File: config.mk
export PLATFORM = sky130hd
export DESIGN_NAME = dut_initiator
export DESIGN_NICKNAME = d
export VERILOG_FILES = /design/src/rtl/dut_initiator.sv
export SDC_FILE = /design/constraint.sdc
export NUM_CORES = 1
export LEC_CHECK = 0
export CORE_MARGIN = 5
export CORE_UTILIZATION = 54
export DETAILED_ROUTE_END_ITERATION = 16
export PLACE_DENSITY = 0.95
export SKIP_CTS_REPAIR_TIMING = 1
export SYNTH_ARGS = -nofsm -noshare
export SYNTH_HDL_FRONTEND = slang
export SYNTH_SLANG_ARGS = --single-unit
File: constraint.sdc
create_clock -name CLK -period 6 [get_ports CLK]
set_input_delay 0.9 -clock CLK [delete_from_list [all_inputs] [get_ports CLK]]
set_output_delay 0.9 -clock CLK [all_outputs]
set_load 0.01 [all_outputs]
File: src/rtl/dut_initiator.sv
// dut_initiator: turns one sequencer command into exactly one write or read
// method call on the target, with a bounded wait for the method to become
// ready, and returns a single response.
//
// Ports
//   CLK, RST_N                 clock; synchronous active-high reset
//   cmd_valid/cmd_ready        command handshake (cmd_ready only in IDLE)
//   cmd_write/addr/data        command payload (1 = write, 0 = read)
//   rsp_valid/rsp_ready        response handshake
//   rsp_data/rsp_err           read data (0 for writes/errors), timeout flag
//   write_address/data/en/rdy  write method towards the target
//   read_address/en/data/rdy   read method towards the target
//
// Parameter TIMEOUT (1..255): wait cycles allowed before aborting.
module dut_initiator #(
  parameter int unsigned TIMEOUT = 16
) (
  input  logic       CLK,
  input  logic       RST_N,
  input  logic       cmd_valid,
  output logic       cmd_ready,
  input  logic       cmd_write,
  input  logic [2:0] cmd_addr,
  input  logic       cmd_data,
  output logic       rsp_valid,
  input  logic       rsp_ready,
  output logic       rsp_data,
  output logic       rsp_err,
  output logic [2:0] write_address,
  output logic       write_data,
  output logic       write_en,
  input  logic       write_rdy,
  output logic [2:0] read_address,
  output logic       read_en,
  input  logic       read_data,
  input  logic       read_rdy
);

  localparam int unsigned CNT_W   = 8;
  localparam int unsigned ADDR_W  = 3;
  localparam logic [CNT_W-1:0] TIMEOUT_C = CNT_W'(TIMEOUT);

  typedef enum logic [1:0] {
    S_IDLE = 2'd0,
    S_WR   = 2'd1,
    S_RD   = 2'd2,
    S_RSP  = 2'd3
  } state_t;

  state_t              state_q;
  logic [CNT_W-1:0]    cnt_q;
  logic [CNT_W-1:0]    cnt_d;
  logic                rsp_valid_q;
  logic                rsp_data_q;
  logic                rsp_err_q;
  logic [ADDR_W-1:0]   write_address_q;
  logic                write_data_q;
  logic [ADDR_W-1:0]   read_address_q;
  logic                timeout_c;

  // Method enables follow rdy combinationally so a call fires the same cycle
  // the target is ready; they can never be high while rdy is low.
  assign write_en  = (state_q == S_WR) && write_rdy;
  assign read_en   = (state_q == S_RD) && read_rdy;

  // Held low while reset is asserted so no command is taken during reset.
  assign cmd_ready = (state_q == S_IDLE) && !RST_N;

  // Wait counter: the cycle that would bring it to TIMEOUT without a fire
  // is the last one allowed.
  always_comb begin
    cnt_d     = cnt_q + CNT_W'(1);
    timeout_c = (cnt_d == TIMEOUT_C);
  end

  // Transaction FSM with registered payload and response fields.
  always_ff @(posedge CLK) begin
    if (RST_N) begin
      state_q         <= S_IDLE;
      cnt_q           <= '0;
      rsp_valid_q     <= 1'b0;
      rsp_data_q      <= 1'b0;
      rsp_err_q       <= 1'b0;
      write_address_q <= '0;
      write_data_q    <= 1'b0;
      read_address_q  <= '0;
    end else begin
      case (state_q)
        S_IDLE: begin
          if (cmd_valid) begin
            cnt_q <= '0;
            if (cmd_write) begin
              write_address_q <= cmd_addr;
              write_data_q    <= cmd_data;
              state_q         <= S_WR;
            end else begin
              read_address_q  <= cmd_addr;
              state_q         <= S_RD;
            end
          end
        end
        S_WR: begin
          if (write_en) begin
            state_q     <= S_RSP;
            rsp_valid_q <= 1'b1;
            rsp_err_q   <= 1'b0;
            rsp_data_q  <= 1'b0;
          end else begin
            cnt_q <= cnt_d;
            if (timeout_c) begin
              state_q     <= S_RSP;
              rsp_valid_q <= 1'b1;
              rsp_err_q   <= 1'b1;
              rsp_data_q  <= 1'b0;
            end
          end
        end
        S_RD: begin
          if (read_en) begin
            state_q     <= S_RSP;
            rsp_valid_q <= 1'b1;
            rsp_err_q   <= 1'b0;
            rsp_data_q  <= read_data;
          end else begin
            cnt_q <= cnt_d;
            if (timeout_c) begin
              state_q     <= S_RSP;
              rsp_valid_q <= 1'b1;
              rsp_err_q   <= 1'b1;
              rsp_data_q  <= 1'b0;
            end
          end
        end
        S_RSP: begin
          if (rsp_ready) begin
            state_q     <= S_IDLE;
            rsp_valid_q <= 1'b0;
          end
        end
        default: begin
          state_q     <= S_IDLE;
          rsp_valid_q <= 1'b0;
        end
      endcase
    end
  end

  assign rsp_valid     = rsp_valid_q;
  assign rsp_data      = rsp_data_q;
  assign rsp_err       = rsp_err_q;
  assign write_address = write_address_q;
  assign write_data    = write_data_q;
  assign read_address  = read_address_q;

endmodule

Word level (Yosys, flattened, before mapping). Cells that the tools add are included.

Flip-flop bits (word level): 20. Input bits: 12. Output and inout bits: 13.

Add/subtract/negate cells: 1. Equal/unequal tests: 8. Mux-type cells: 24. Bitwise operators: 1. Reduce and logical (&&, ||, !) cells: 13.

Operators with widths (number): two-way mux 8 bit (3); one-hot mux 8 bit (3 select lines) (1); two-way mux 2 bit (6); two-way mux 1 bit (10); adder 8 x 1 -> 8 bit (second input constant) (1); == test 8 x 5 -> 1 bit (second input constant) (1); != test 2 bit (second input constant) (4); one-hot mux 2 bit (4 select lines) (1); AND reduction 3 bit (2); nonzero test 3 bit (2); == test 2 bit (second input constant) (2); one-hot mux 1 bit (2 select lines) (2); AND reduction 2 bit (2); AND reduction 4 bit (1); logical AND 1 bit (3); one-hot mux 1 bit (3 select lines) (1); == test 2 x 1 -> 1 bit (second input constant) (1); logical NOT 2 bit (1); nonzero test 2 bit (1); logical NOT 1 bit (1); NOT 1 bit (1).

Longest topological paths before layout.
Depth after elaboration: 5. Gate-level depth with buffers: 10.

Worst setup path after synthesis. Ideal clock, no wire load.

Path type: input to output. From: input RST_N. To: output cmd_ready. Arrival time: 1.279 ns. Data required time: 5.100 ns. Setup slack: 3.821 ns. Stages: 2. Path through: clkbuf_1 nor2b_1.

Cells in the longest elaborated chain, start to end: 2.

RTL lines: start: declaration (RTL line 19) `input logic RST_N,`; logical NOT 1 bit (RTL line 67) `assign cmd_ready = (state_q == S_IDLE) && !RST_N;`; logical AND 1 bit (RTL line 67); end: declaration (RTL line 21) `output logic cmd_ready,`.

No other way between the ends.

Worst setup path after layout. Ends and elaborated chain as after synthesis.

==> metrics.yaml <==
status: "finished, final reports clean"
ant_nets: 0
final_cell_area_mm2: 0.00146
htreeDepth: 1
vdd_drop_max_mv: 0.339
finalSetupViolCount: 0
diodes: 0
synthSimpleGateAreaFrac_pct: 28.5
muxShareOfSynthArea_pct: 5.51
synth_top_family_by_area: "simple AND/OR/NAND/NOR gates"
rsz0062_at_grt: "false"
synth_fa_ha_area_share_pct: 6.36
via_count: 1148
hold_class: "reg -> reg"
synth_area_mm2: 0.00118
place_hpwl_mm: 2.06
synth-edff-count: 0
dp_slack_ns: 2.56
worst_slack_ns: 2.57
p_switching_w: 0.000167
yosysMostFrequentCell: "dfxtp_1"
ys_seq_area_share_pct: 33.9
rows: 17
period_minus_slack_ns: 3.43
grt_pass1_wl_mm: 4.66
critPathKind: "in -> out"
grtUsageTotal_pct: 17.6
pwr-share-seq_pct: 38.1
synthTopCellsByCount: "dfxtp_1 (20), nand2_1 (17), nor2_1 (16)"
drc_errors: 0
crit_required_ns: 5.10
power.total_w: 0.000430
dr.pass1.iters: 4
finalHoldViolCount: 0
drv_slew: 0
drive_gt1_share_pct: 8.19
dieWidth_um: 56.8
internal-power_w: 0.000262
cts_max_path_buffers: 2
async_flop_share_pct: 0
synth-seq-cells: 20
path_clk_slew_ns: 0.11
synth_nets: 166
syn2layout_area_growth_pct: 23.4
synth_top_area_share_pct: 33.9
initial_core_util_pct: 55.0
critPathArrivalTime_ns: 2.53
grt_max_degree: 23
synth-xor-area-share_pct: 0
coreArea_mm2: 0.00215
die_h_um: 56.8
die-area_mm2: 0.00322
power.density_mw_per_mm2: 295
timing.fmax_mhz: 291
worst_skew_pair.late_latency_ns: 0.31
p_sw_share_pct: 39.0
crit_path_start_kind: "input port"
grt_pass1_vias: 1122
synth_area_per_cell_um2: 7.98
drt-total-wl_mm: 2.74
tritoncts: "yes"
ys_types: 35
finalClockSkew_ns: 0.00195
max_cap_viol_count: 0
synth.area.top_cells: "dfxtp_1 (34%), ha_1 (6.4%), a21oi_1 (5.5%)"
cp_max_fo: 22
placed_cell_area_mm2: 0.00142
yosys_warnings: 0
synth_area_leader_cell: "dfxtp_1"
cts_root_buffer: "clkbuf_4"
power_leakage_nw: 0.563
utilization_pct: 67.9
clock-sinks: 20
synthCells: 148
worst_setup_path_end_kind: "output pin"
antenna_found_initial: 0
max_slew_margin_pct: 47.5
wl_per_cell_um: 13.8
synth-compound-area-share_pct: 20.2
io_pins: 25
cts_buffers: 3
gr-total-overflow: 0
power_frac_comb_pct: 43.4
setup_tns_ns: 0
numPortBuffers: 24
nets: 190
clockPowerShare_pct: 18.5
viasPerCell: 5.77
worstMarginPinSlew_ns: 0.785
ys.flop_type: "dfxtp_1"
fin_crit_sh_pct: 57.2
place.gp.congestion: 0.929
initialDrtViolationCount: 26
## routing by layer
layer,track usage (%),vias to the layer above,routed length [um]
met4,7.62,0,28
met5,0,-,0
li1,-,566,-
met3,3.45,3,130
met1,19.9,549,1200
met2,31.7,30,1380
## cell families after synthesis
logic type | Yosys count
and+or+nand+nor | 66
muxes | 6
DFF | 20
AOI/OAI and AO/OA | 37
adders and majority gates | 6
buffers and inverters | 13
## through the flow
stage | std cells | hold WS [ns]
floorplan | 148 | 0.470
detailed placement | 195 | 0.459
finish | 199 | 0.471
CTS | 199 | 0.475
global placement | 195 | 0.431
global route | 199 | 0.496
## power groups by stage
stage                     sequential [W]  clock (W)  combinational (W)
after floorplan                 0.000165          0           0.000141
after global placement          0.000165          0           0.000174
after detailed placement        0.000166          0           0.000184
after CTS                       0.000163  0.0000798           0.000185
after global routing            0.000166  0.0000851           0.000206
final                           0.000164  0.0000796           0.000186
## layout make-up
| type | count | area, um2 |
|---|---|---|
| Multi-Input combinational cell | 115 | 716 |
| Fill cell | 172 | 691 |
| Sequential cell | 20 | 400 |
| Timing Repair Buffer | 24 | 240 |
| Clock buffer | 4 | 36.3 |
| Tap cell | 28 | 35.0 |
| Inverter | 8 | 30.0 |
## cells in the final DEF (no fill, tap or decap), types with 2 or more instances in the layout
cell type | Yosys | final
o21ai_1 | 4 | 4
ha_1 | 6 | 6
nor2_1 | 16 | 16
nor3b_1 | 2 | 2
clkbuf_4 | 0 | 3
mux2i_1 | 5 | 5
o21ai_0 | 8 | 8
inv_1 | 6 | 6
and2_1 | 3 | 3
a211oi_1 | 4 | 4
clkdlybuf4s50_1 | 0 | 24
a21oi_1 | 13 | 13
nand2_1 | 17 | 17
nor2b_1 | 5 | 5
a22oi_1 | 2 | 2
or3_1 | 2 | 2
dfxtp_1 | 20 | 20
nand2_2 | 2 | 2
nand3_1 | 9 | 9
nor3_1 | 4 | 4
inv_2 | 2 | 2
## critical path, stage by stage
cell and delay (ns):
clkdlybuf4s50_1 0.81, nor2b_1 0.26, clkdlybuf4s50_1 0.56
## state kept, by name (all words and copies together), names as in the netlist
register and cells:
cnt_q 8, read_address 3, write_address 3, state_q 2, rsp_data 1, rsp_err 1, rsp_valid 1, write_data 1
## worst paths after layout
check | cells past startpoint | slack, ns | to | startpoint
max | 3 | 2.57 | cmd_ready | RST_N
min | 2 | 0.47 | read_address[2] | read_address[2]
max reg2reg | 8 | 3.81 | cnt_q[6] | state_q[0]
min reg2reg | 2 | 0.47 | read_address[2] | read_address[2]
(Power assumes the default switching activity.)
